--- src/rtl/sb_tx_arbiter.sv ---
// Sideband TX arbiter: requester 0 has strict priority, the rest share round-robin; whole transactions.
// Define SB_ARB_TIMEOUT_EN to enable the stall timeout / abort path.
module sb_tx_arbiter #(
  parameter int NUM_REQ     = 3,
  parameter int DATA_W      = 8,
  parameter int MAX_LEN     = 16,
  parameter int GAP_CYCLES  = 2,
  parameter int TIMEOUT_CYC = 64,
  localparam int LEN_W      = $clog2(MAX_LEN + 1)
) (
  input  logic                      sb_clk,
  input  logic                      rst,
  input  logic [NUM_REQ-1:0]        req_i,
  input  logic [NUM_REQ*LEN_W-1:0]  req_len_i,
  input  logic [NUM_REQ*DATA_W-1:0] req_data_i,
  input  logic [NUM_REQ-1:0]        req_valid_i,
  output logic [NUM_REQ-1:0]        req_ready_o,
  output logic [NUM_REQ-1:0]        gnt_o,
  output logic [DATA_W-1:0]         tx_data_o,
  output logic                      tx_valid_o,
  output logic                      tx_last_o,
  input  logic                      tx_ready_i,
  output logic                      busy_o,
  output logic                      abort_o
);

  localparam int IDX_W = $clog2(NUM_REQ);
  localparam int GAP_W = (GAP_CYCLES > 1) ? $clog2(GAP_CYCLES) : 1;
  localparam logic [GAP_W-1:0] GAP_LAST = GAP_W'((GAP_CYCLES > 0) ? GAP_CYCLES - 1 : 0);

  typedef enum logic [1:0] {IDLE, XFER, GAP} state_e;

  state_e             state_q;
  logic [NUM_REQ-1:0] gnt_q;
  logic [IDX_W-1:0]   idx_q;
  logic [IDX_W-1:0]   ptr_q;
  logic [LEN_W-1:0]   len_q;
  logic [LEN_W-1:0]   cnt_q;
  logic [GAP_W-1:0]   gap_q;

  logic               win_found;
  logic [IDX_W-1:0]   win_idx;
  logic [LEN_W-1:0]   win_len;
  logic [DATA_W-1:0]  sel_data;
  logic               sel_valid;
  logic               in_xfer;
  logic               hs;
  logic               timeout;
  logic [IDX_W-1:0]   ptr_next;

  // Winner search: requester 0 first, then upward from ptr_q wrapping within 1..NUM_REQ-1.
  always_comb begin : arb
    int               c;
    logic [IDX_W-1:0] cand;
    // NOTE: every variable gets a default before any branch so no latch is inferred.
    c         = 0;
    cand      = '0;
    win_found = 1'b0;
    win_idx   = '0;
    win_len   = '0;
    if (req_i[0]) begin
      win_found = 1'b1;
    end else begin
      for (int k = 0; k < NUM_REQ - 1; k++) begin
        c = int'(ptr_q) + k;
        if (c >= NUM_REQ) c = c - (NUM_REQ - 1);
        cand = IDX_W'(c);
        if (!win_found && req_i[cand]) begin
          win_found = 1'b1;
          win_idx   = cand;
        end
      end
    end
    for (int i = 0; i < NUM_REQ; i++) begin
      if (win_idx == IDX_W'(i)) win_len = req_len_i[i*LEN_W +: LEN_W];
    end
  end

  always_comb begin : fwd_mux
    sel_data  = '0;
    sel_valid = 1'b0;
    for (int i = 0; i < NUM_REQ; i++) begin
      if (idx_q == IDX_W'(i)) begin
        sel_data  = req_data_i[i*DATA_W +: DATA_W];
        sel_valid = req_valid_i[i];
      end
    end
  end

  assign in_xfer     = (state_q == XFER);
  assign tx_valid_o  = in_xfer && sel_valid;
  assign tx_data_o   = in_xfer ? sel_data : '0;
  assign tx_last_o   = tx_valid_o && (cnt_q == len_q - 1'b1);
  assign req_ready_o = in_xfer ? (gnt_q & {NUM_REQ{tx_ready_i}}) : '0;
  assign hs          = tx_valid_o && tx_ready_i;
  assign gnt_o       = gnt_q;
  assign busy_o      = (state_q != IDLE);
  assign ptr_next    = (idx_q == IDX_W'(NUM_REQ - 1)) ? IDX_W'(1) : idx_q + 1'b1;

`ifdef SB_ARB_TIMEOUT_EN
  localparam int STALL_W = $clog2(TIMEOUT_CYC + 1);
  logic [STALL_W-1:0] stall_q;

  // Fires on the TIMEOUT_CYC-th consecutive cycle without valid data.
  assign timeout = in_xfer && !sel_valid && (stall_q == STALL_W'(TIMEOUT_CYC - 1));
  assign abort_o = timeout;

  always_ff @(posedge sb_clk or posedge rst) begin
    if (rst) begin
      stall_q <= '0;
    end else if (!in_xfer || sel_valid || timeout) begin
      stall_q <= '0;
    end else begin
      stall_q <= stall_q + 1'b1;
    end
  end
`else
  assign timeout = 1'b0;
  assign abort_o = 1'b0;
`endif

  // NOTE: sequential state uses non-blocking assignments so all registers update together.
  always_ff @(posedge sb_clk or posedge rst) begin
    if (rst) begin
      state_q <= IDLE;
      gnt_q   <= '0;
      idx_q   <= '0;
      ptr_q   <= IDX_W'(1);
      len_q   <= '0;
      cnt_q   <= '0;
      gap_q   <= '0;
    end else begin
      case (state_q)
        IDLE: begin
          if (win_found) begin
            state_q <= XFER;
            gnt_q   <= NUM_REQ'(1) << win_idx;
            idx_q   <= win_idx;
            len_q   <= (win_len == '0) ? LEN_W'(1) : win_len;
            cnt_q   <= '0;
          end
        end
        XFER: begin
          if (timeout || (hs && tx_last_o)) begin
            gnt_q <= '0;
            if (idx_q != '0) ptr_q <= ptr_next;
            gap_q   <= '0;
            state_q <= (GAP_CYCLES == 0) ? IDLE : GAP;
          end else if (hs) begin
            cnt_q <= cnt_q + 1'b1;
          end
        end
        GAP: begin
          if (gap_q == GAP_LAST) state_q <= IDLE;
          else                   gap_q   <= gap_q + 1'b1;
        end
        default: state_q <= IDLE;
      endcase
    end
  end

endmodule

--- config.mk ---
export PLATFORM = sky130hd
export DESIGN_NAME = sb_tx_arbiter
export DESIGN_NICKNAME = d
export VERILOG_FILES = /design/src/rtl/sb_tx_arbiter.sv
export SDC_FILE = /design/constraint.sdc
export NUM_CORES = 1
export LEC_CHECK = 0
export CORE_AREA = 3 3 72 74
export DETAILED_ROUTE_END_ITERATION = 8
export DIE_AREA = 0 0 75 77
export PLACE_DENSITY = 0.7
export SLEW_MARGIN = 20
export SYNTH_ARGS = -nofsm -noshare
export SYNTH_HDL_FRONTEND = slang
export SYNTH_SLANG_ARGS = --single-unit
--- constraint.sdc ---
create_clock -name sb_clk -period 4.3 [get_ports sb_clk]
set_input_delay 0.645 -clock sb_clk [delete_from_list [all_inputs] [get_ports sb_clk]]
set_output_delay 0.645 -clock sb_clk [all_outputs]
set_load 0.03 [all_outputs]
### Yosys cells after proc, flatten, opt, wreduce, memory -nomap -nowiden

Cells that the tools add are included.

| word-level totals | value |
|---|---|
| bits in registers | 20 |
| input bits | 48 |
| output and inout bits | 18 |
| logic and storage cells | 94 |

| cells by class | value |
|---|---|
| shift operators | 1 |
| $add $sub $neg | 7 |
| mux-type cells | 42 |
| bitwise logic cells | 1 |
| reductions and logical operators | 20 |
| equality and inequality tests | 12 |
| magnitude comparators | 4 |

Operator list:

| operator | number |
|---|---|
| 5-bit two-way mux | 7 |
| 8-bit two-way mux | 4 |
| 2-bit two-way mux | 11 |
| 1-bit two-way mux | 11 |
| 5-bit case mux with 2 select lines | 1 |
| 3-bit two-way mux | 3 |
| 3-bit AND reduction | 3 |
| 2-bit nonzero test | 4 |
| 2-bit by 1-bit equality test with 1-bit output (second input constant) | 3 |
| 2-bit equality test (second input constant) | 3 |
| 2-bit logical NOT | 3 |
| 2-bit by 3-bit < comparator with 1-bit output (second input constant) | 2 |
| 2-bit inequality test (second input constant) | 3 |
| 2-bit case mux with 3 select lines | 1 |
| 3-bit case mux with 2 select lines | 1 |
| 5-bit by 1-bit adder with 5-bit output (second input constant) | 1 |
| 5-bit equality test | 1 |
| 1-bit logical AND | 5 |
| 5-bit logical NOT | 1 |
| 5-bit by 1-bit subtractor with 5-bit output (second input constant) | 1 |
| 1-bit binary-select mux with 2-bit select | 2 |
| 2-bit by 1-bit inequality test with 1-bit output (second input constant) | 2 |
| 2-bit AND reduction | 2 |
| 4-bit AND reduction | 1 |
| other kinds (10) | 11 |

### Depth between registers and ports, before layout

Gate-level depths: netlist (run 1).

| logic depth | value |
|---|---|
| word-level depth | 17 |
| depth in mapped cells | 8 |
| mapped depth without buffers | 7 |

### Worst setup path before layout (run 1)

No wires, ideal clock.

| path | value |
|---|---|
| path kind | reg2out |
| from | register len_q[0] |
| to | output port tx_last_o |
| required time | 3.655 ns |
| slack | 1.926 ns |
| stages on the path, launching flop included | 7 |
| buffers on the path | 0 |
| arrival | 1.729 ns |
| cells stage by stage | dfrtp_1 > inv_1 > ha_1 > xor2_1 > o211ai_1 > a211oi_1 > and2_1 |

| between the ends | value |
|---|---|
| longest elaborated chain between the ends | 3 |

RTL lines:

| element | line | source |
|---|---|---|
| start: declaration | 37 | `logic [LEN_W-1:0] len_q;` |
| start signal: assignment | 139 | `len_q <= (win_len == '0) ? LEN_W'(1) : win_len;` |
| 5-bit by 1-bit subtractor with 5-bit output | 93 | `assign tx_last_o = tx_valid_o && (cnt_q == len_q - 1'b1);` |
| 5-bit equality test | 93 |  |
| 1-bit logical AND | 93 |  |
| end: declaration | 21 | `output logic tx_last_o,` |

No other way between the ends.

### Worst setup path after layout (run 1)

Same ends and word-level chain as after synthesis.

==> results_dict.tcl, run 1 <==
set metrics [dict create \
    wl_met2_um 1960 \
    drt_iter0_markers 81 \
    hold_buffers 0 \
    ys_seq_area_frac 0.366 \
    root_buffer "clkbuf_8" \
    yosysMostFrequentCell "nor2_1" \
    die_h_um 77 \
    fp.dieW_um 75 \
    cts_max_path_buffers 2 \
    hp-class "reg2reg" \
    synthFlopType "dfrtp_1" \
    startpoint_type "flip-flop" \
    synth_edf_count 0 \
    post-cts-setup-buffer-count 0 \
    grt_pass1_vias 1357 \
    synthesis.area_um2 1370 \
    ant_nets 0 \
    initial_utilization 0.294 \
    htree_levels 1 \
    cts_sinks 20 \
    grt_overflow 0 \
    ir_drop_uv 192 \
    vias 1415 \
    clock_insertion_delay_worst_skew_ps 260 \
    synth_top_area_frac 0.347 \
    worstSetupPathType "reg2out" \
    ys_ff_latch 20 \
    max_clock_freq_ghz 0.299 \
    nets 273 \
    wl_per_cell_um 13.8 \
    p_per_area_nw_per_um2 652 \
    numPortBuffers 64 \
    boundaryPins 66 \
    arrival_ps 2700 \
    highest_layer "met4" \
    drive_gt1_frac 0.0315 \
    post_cts_resized 0 \
    grtUsageTotal 0.135 \
    synth_warnings 0 \
    wl_met1_um 1650 \
    first_pass_iters 4 \
    critPathCaptureType "primary output" \
    gp_congestion 0.767 \
    via_per_inst 5.13 \
    hpwl_um 3070 \
    dr_wl_met3_um 179 \
    fin_crit_sh 0.777 \
    status "finished, final reports clean" \
    maxSlewViolCount 0 \
    antenna_found_initial 0 \
    synth_cell_type_count 43 \
    stdcell_area_um2 2120 \
    grt_start_max_net_pins 21 \
    cap_violations 0 \
    postPlaceCellArea_um2 2040 \
    worst_slew_pin_slew_ps 863 \
    finalSetupTns_ps 0 \
    ys_top_cells_by_count "nor2_1, dfrtp_1, nand2_1" \
    grt_first_pass_wirelength_um 6300 \
    coreArea_um2 4660 \
    drc_errors 0 \
    maxSlewHeadroom 0.421 \
    cp_max_fo 6 \
    n_fill_cell 449 \
    synthArstFlopShare 1.00 \
    cp_data_required_time_ps 3650 \
    path_clk_slew_ps 80 \
    synthCells 162 \
    setup_viol 0 \
    min_period_ps 3340 \
    rsz0062_at_grt "false" \
    fp.dieArea_um2 5780 \
    syn_nets 212 \
    synthTopCellsByArea "dfrtp_1, mux2i_1, nor2_1" \
    syn2layout_area_growth_pct 54.3 \
    yosysTopAreaCell "dfrtp_1" \
    numCtsBuffers 3 \
    diodes 0 \
    routed_wl_um 3810 \
    postSynthAreaPerCell_um2 8.46 \
    p_leak_nw 0.875 \
    hold_violations 0 \
    rows 25 \
    finalClockSkew_ps 10.7 \
    cts_tree "built" \
    fin_util 0.454 \
]
flip-flops by register name (all words and copies together), names as in the netlist:
| signal | count |
|---|---|
| state_q | 2 |
| ptr_q | 2 |
| gap_q | 1 |
| cnt_q | 5 |
| len_q | 5 |
| gnt_o | 3 |
| idx_q | 2 |
report_power, final:
part / switching, mW / internal (mW)
Sequential: 0.111 / 0.265
Clock: 0.0634 / 0.124
Combinational: 0.450 / 0.366
cells by family (layout without fill, tap and decap cells):
group / Yosys count / count (layout) / share of synthesized area
mux: 12 / 12 / 0.0876
simple gates: 61 / 61 / 0.219
flops: 20 / 20 / 0.366
buf+inv: 15 / 75 / 0.0447
other cells: 1 / 1 / 0.00273
xor+xnor: 6 / 6 / 0.0383
compound gates: 45 / 45 / 0.224
fa+ha+maj: 2 / 2 / 0.0182
cell type report:
cell class	instances	area [um^2]	area share
Timing Repair Buffer	64	641	0.303
Inverter	7	26.3	0.0124
Multi-Input combinational cell	127	808	0.382
Tap cell	54	67.6	0.0319
Sequential cell	20	502	0.237
Clock inverter	1	30.0	0.0142
Clock buffer	3	41.3	0.0195
layer usage:
| layer | up-vias | GRT usage |
|---|---|---|
| li1 | 707 | - |
| met4 | 0 | 0.0267 |
| met2 | 38 | 0.225 |
| met3 | 4 | 0.0223 |
| met1 | 666 | 0.181 |
| met5 | - | 0 |
placed cells by master, fill, tap and decap left out, types with 4 or more instances in the layout:
cell type and n:
a21oi_1 11, a222oi_1 5, and3_1 4, clkdlybuf4s50_1 64
dfrtp_1 19, inv_1 6, mux2i_1 12, nand2_1 18
nor2_1 20, o21ai_1 9, xnor2_1 4
worst paths after layout:
check / startpoint / end / slack (ps) / cells after the start
worst min register to register: gap_q$_DFFE_PP0P_ / state_q[1]$_DFFE_PP0P_ / 480 / 1
worst min-delay path: gap_q$_DFFE_PP0P_ / state_q[1]$_DFFE_PP0P_ / 480 / 1
worst max register to register: idx_q[1]$_DFFE_PP0P_ / ptr_q[0]$_DFFE_PP1P_ / 1890 / 5
min in group asynchronous: rst / ptr_q[1]$_DFFE_PP0P_ / 820 / 2
worst max-delay path: len_q[0]$_DFFE_PP0P_ / tx_last_o / 960 / 7
max in group asynchronous: rst / len_q[0]$_DFFE_PP0P_ / 2990 / 2
worst max-delay path, stage by stage (launching register included):
cell,delay [ps]
dfrtp_1,440
inv_1,70
ha_1,240
xnor2_1,140
o2bb2ai_1,140
a211oi_1,550
and2_1,210
clkdlybuf4s50_1,660
per-stage QoR:
stage	std cells	power, mW	hold slack, ps	worst slack, ps
floorplan	162	0.899	444	1930
global placement	272	1.19	453	1320
detailed placement	272	1.20	467	1250
CTS	276	1.39	478	963
global route	276	1.48	510	746
finish	276	1.38	477	957
(Power assumes the default switching activity.)
==> run 2, diff against run 1 <==
==> constraint.sdc (replaced) <==
create_clock -name sb_clk -period 3.1 [get_ports sb_clk]
set_input_delay 0.465 -clock sb_clk [delete_from_list [all_inputs] [get_ports sb_clk]]
set_output_delay 0.465 -clock sb_clk [all_outputs]
set_load 0.03 [all_outputs]
==> run 2 against run 1 <==
  * Cell area grew 1.0%
  * Critical path depth unchanged
  * Critical endpoint unchanged
  * Global-route usage up 0.41 points
  * Routed wire length up 3.3%
  * Largest power group unchanged
  * Cell count is 1.8% higher
  * Worst setup slack lost 690 ps
  * First-iteration DRC count rose by 6.2%
  * Non-clock buffer count grew 5
==> results_dict.tcl, run 2 (synthesis gave the netlist of run 1 again) <==
set metrics [dict create \
    status "finished, final reports clean" \
    die_h_um 77 \
    post_cts_resized 0 \
    wl_per_cell_um 14.0 \
    stdcell_area_um2 2140 \
    arrival_ps 2370 \
    hold_buffers 0 \
    finalClockSkew_ps 0.781 \
    drive_gt1_frac 0.0529 \
    maxSlewViolCount 0 \
    numCtsBuffers 3 \
    rsz0062_at_grt "false" \
    diodes 0 \
    max_clock_freq_ghz 0.353 \
    first_pass_iters 5 \
    post-cts-setup-buffer-count 0 \
    rows 25 \
    vias 1453 \
    grt_first_pass_wirelength_um 6330 \
    root_buffer "clkbuf_8" \
    finalSetupTns_ps 0 \
    setup_viol 0 \
    hold_violations 0 \
    coreArea_um2 4660 \
    nets 278 \
    min_period_ps 2840 \
    critPathCaptureType "primary output" \
    cp_data_required_time_ps 2630 \
    numPortBuffers 64 \
    grtUsageTotal 0.139 \
    worst_slew_pin_slew_ps 792 \
    postPlaceCellArea_um2 2080 \
    r2r_setup_slack_ps 870 \
    syn2layout_area_growth_pct 55.8 \
    drt_iter0_markers 86 \
    grt_overflow 0 \
    clock_insertion_delay_worst_skew_ps 260 \
    drc_errors 0 \
    fin_crit_sh 0.915 \
    cts_sinks 20 \
    grt_start_max_net_pins 21 \
    ir_drop_uv 329 \
    cap_violations 0 \
    hp-class "reg2reg" \
    path_clk_slew_ps 70 \
    htree_levels 1 \
    hpwl_um 3210 \
    via_per_inst 5.17 \
    fp.dieArea_um2 5780 \
    ant_nets 0 \
    fp.dieW_um 75 \
    gp_congestion 0.769 \
    antenna_found_initial 0 \
    cts_tree "built" \
    cts_max_path_buffers 2 \
    cp_max_fo 4 \
    final_cell_mix "clkdlybuf4s50_1, nor2_1, dfrtp_1, nand2_1, mux2i_1" \
    worstSetupPathType "reg2out" \
    fin_ws_ps 264 \
    startpoint_type "flip-flop" \
    mostFrequentLayoutCell "clkdlybuf4s50_1" \
    place_ws_ps 533 \
    routed_wl_um 3940 \
    p_per_area_nw_per_um2 886 \
    total_power_mw 1.89 \
    boundaryPins 66 \
    p_leak_nw 0.895 \
    grt_pass1_vias 1394 \
    maxSlewHeadroom 0.471 \
    initial_utilization 0.294 \
]
[run 2: cell types whose count changed in the layout (fill, tap and decap cells not counted)]
cell	delta
buf_4	+5
bufinv_16	-1
clkbuf_8	+1
[run 2: cell type report]
type | instances | area [um^2]
clock buffer | 4 | 55.1
inverter | 7 | 26.3
fill | 456 | 2520
timing repair buffer | 69 | 678
tap | 54 | 67.6
multi-input combinational | 127 | 808
sequential | 20 | 502
[run 2: path summary, 6_finish.rpt]
kind,start,endpoint,depth (start not counted)
setup / recovery,len_q[0]$_DFFE_PP0P_,tx_last_o,7
hold / removal,gap_q$_DFFE_PP0P_,state_q[1]$_DFFE_PP0P_,1
setup reg to reg,len_q[0]$_DFFE_PP0P_,ptr_q[1]$_DFFE_PP0P_,7
hold reg to reg,gap_q$_DFFE_PP0P_,state_q[1]$_DFFE_PP0P_,1
max in group asynchronous,rst,ptr_q[1]$_DFFE_PP0P_,2
min in group asynchronous,rst,cnt_q[4]$_DFFE_PP0P_,2
[run 2: critical path: stages, from the launching register on]
cell and delay [ps]:
dfrtp_1 420, inv_1 60, ha_1 240, xnor2_1 140
o2bb2ai_1 150, a211oi_1 290, and2_1 160, clkdlybuf4s50_1 660
[run 2: power breakdown]
part	internal [mW]	switching (mW)	total [mW]	leakage [nW]
sequential	0.369	0.109	0.478	0.252
combinational	0.537	0.681	1.22	0.614
clock	0.113	0.0850	0.198	0.0288
total	1.02	0.875	1.89	0.895
[run 2: metal layers]
layer	GRT usage	up-vias	share of wire
met5	0	-	0
li1	-	722	-
met1	0.169	696	0.43
met4	0.0267	0	0.0074
met3	0.0301	4	0.039
met2	0.246	31	0.52
[run 2: per-stage QoR]
stage | std cells | util | hold WS, ps
4_1_cts | 281 | 0.459 | 479
6_report | 281 | 0.459 | 473
3_3_place_gp | 277 | 0.447 | 458
3_5_place_dp | 277 | 0.447 | 468
5_1_grt | 281 | 0.459 | 500
2_1_floorplan | 162 | - | 428
==> run 3, diff against run 2 <==
--- a/config.mk
+++ b/config.mk
@@ -8,7 +8,8 @@
 export CORE_AREA = 3 3 72 74
 export DETAILED_ROUTE_END_ITERATION = 8
 export DIE_AREA = 0 0 75 77
-export PLACE_DENSITY = 0.7
+export DONT_BUFFER_PORTS = 1
+export PLACE_DENSITY = 0.52
 export SLEW_MARGIN = 20
 export SYNTH_ARGS = -nofsm -noshare
 export SYNTH_HDL_FRONTEND = slang
==> run 3 against run 2 <==
  * Cell area shrank 31%
  * Combinational power decreased by 32%
  * Sequential share of layout area increased by 10 points
  * Total power down 13%
  * Largest cell class unchanged
  * First-iteration DRC count down 5.8%
  * Highest routed layer unchanged
  * Register-to-register slack got worse by 110 ps
  * Count of clock-buffer cells in the layout shrank 1
  * Critical path type unchanged
==> results_dict.tcl, run 3 (synthesis gave the netlist of run 1 again) <==
set metrics [dict create \
    fp.dieW_um 75 \
    hpwl_um 2890 \
    seq_power_share 0.340 \
    cap_violations 0 \
    grtUsageTotal 0.132 \
    cp_max_fo 6 \
    netSwitchingFraction 0.503 \
    initial_utilization 0.294 \
    finalSetupTns_ps 0 \
    diodes 0 \
    crit_family "compound AO/OA/AOI/OAI gates" \
    hold_violations 0 \
    status "finished, final reports clean" \
    grt_pass1_vias 1249 \
    clock_insertion_delay_worst_skew_ps 260 \
    hp-class "in2async" \
    wl_per_cell_um 16.6 \
    placed_cells 209 \
    p_leak_nw 0.633 \
    finalClockSkew_ps 5.50 \
    critPathCaptureType "primary output" \
    via_per_inst 5.52 \
    drc_errors 0 \
    htree_levels 1 \
    min_period_ps 2720 \
    cts_sinks 20 \
    rsz0062_at_grt "false" \
    syn2layout_area_growth_pct 8.12 \
    power.switching_mw 0.830 \
    fin_crit_sh 0.878 \
    ant_nets 0 \
    cp_data_required_time_ps 2630 \
    grt_start_max_net_pins 21 \
    worstSetupPathType "reg2out" \
    drive_gt1_frac 0.0503 \
    grt_first_pass_wirelength_um 6010 \
    setup_viol 0 \
    ir_drop_uv 278 \
    die_h_um 77 \
    fin_cells 213 \
    comb_power_share 0.503 \
    mostFrequentLayoutCell "nor2_1" \
    path_clk_slew_ps 80 \
    whs_ps 226 \
    coreArea_um2 4660 \
    p_int_mw 0.821 \
    cts_tree "built" \
    pwr-share-clk 0.157 \
    numPortBuffers 0 \
    root_buffer "clkbuf_8" \
    final_cell_mix "nor2_1, dfrtp_1, nand2_1, mux2i_1, a21oi_1" \
    p_per_area_nw_per_um2 1110 \
    nets 210 \
    startpoint_type "flip-flop" \
    maxSlewViolCount 0 \
    cts_max_path_buffers 2 \
    maxSlewHeadroom 0.421 \
    max_stage_delay_ps 530 \
    post_cts_resized 0 \
    drt_iter0_markers 81 \
    worst_slew_pin_slew_ps 863 \
    cpMaxStageDelayCell "a211oi_1" \
    fp.dieArea_um2 5780 \
    routed_wl_um 3540 \
    cp.buffers_inverters 1 \
    hold_buffers 0 \
    path_cells "inv_1, ha_1, xor2_1, o211ai_1, a211oi_1, and2_1" \
    numCtsBuffers 3 \
    boundaryPins 66 \
    arrival_ps 2260 \
    grt_overflow 0 \
    max_clock_freq_ghz 0.367 \
    rows 25 \
    antenna_found_initial 0 \
    post-cts-setup-buffer-count 0 \
    first_pass_iters 4 \
    vias 1176 \
    gp_congestion 0.884 \
]
-- run 3: cell types whose count changed in the layout (fill, tap and decap cells not counted), sizes merged --
cell,before,now
clkbuf,4,3
bufinv,0,1
clkdlybuf4s50,64,0
buf,5,1
-- run 3: worst reg2reg max path, stage by stage (launching register included) --
cell	delay, ps
dfrtp_1	690
mux2i_1	160
o21a_1	210
or4_1	630
or3b_1	430
o21a_1	120
-- run 3: power by group through the flow --
stage / Combinational (mW) / Sequential, mW / Clock [mW]
final: 0.829 / 0.561 / 0.260
after global placement: 0.812 / 0.562 / 0
after floorplan: 0.763 / 0.484 / 0
after detailed placement: 0.831 / 0.569 / 0
after global routing: 0.922 / 0.590 / 0.282
after CTS: 0.833 / 0.566 / 0.263
-- run 3: worst paths after layout --
path / from / to / slack (ps) / depth (start not counted)
worst max-delay path: len_q[0]$_DFFE_PP0P_ / tx_last_o / 380 / 6
worst min-delay path: rst / len_q[0]$_DFFE_PP0P_ / 230 / 1
worst max register to register: idx_q[1]$_DFFE_PP0P_ / ptr_q[1]$_DFFE_PP0P_ / 760 / 5
worst min register to register: gap_q$_DFFE_PP0P_ / state_q[1]$_DFFE_PP0P_ / 500 / 1
max in group asynchronous: rst / cnt_q[4]$_DFFE_PP0P_ / 2390 / 1
min in group sb_clk: req_len_i[1] / len_q[1]$_DFFE_PP0P_ / 410 / 2
-- run 3: layer usage --
layer	share of wire	vias up	GRT usage
met4	0.0096	0	0.0320
met1	0.45	562	0.174
met5	0	-	0
met3	0.041	4	0.0288
li1	-	581	-
met2	0.50	29	0.214
-- run 3: metrics by stage --
step	setup WS, ps	total power, mW	utilization	cell area, um^2
4_1_cts	347	1.66	0.318	1480
3_3_place_gp	716	1.37	0.303	1410
6_report	379	1.65	0.318	1480
5_1_grt	175	1.79	0.318	1480
3_5_place_dp	640	1.40	0.303	1410
2_1_floorplan	906	1.25	-	1370
-- run 3: final cells by class --
| class | instances | area (um^2) |
|---|---|---|
| clock buffer | 3 | 41.3 |
| timing repair buffer | 1 | 7.51 |
| sequential | 20 | 502 |
| multi-input combinational | 127 | 808 |
| tap | 54 | 67.6 |
| inverter | 7 | 26.3 |
| fill | 492 | 3180 |
| clock inverter | 1 | 30.0 |
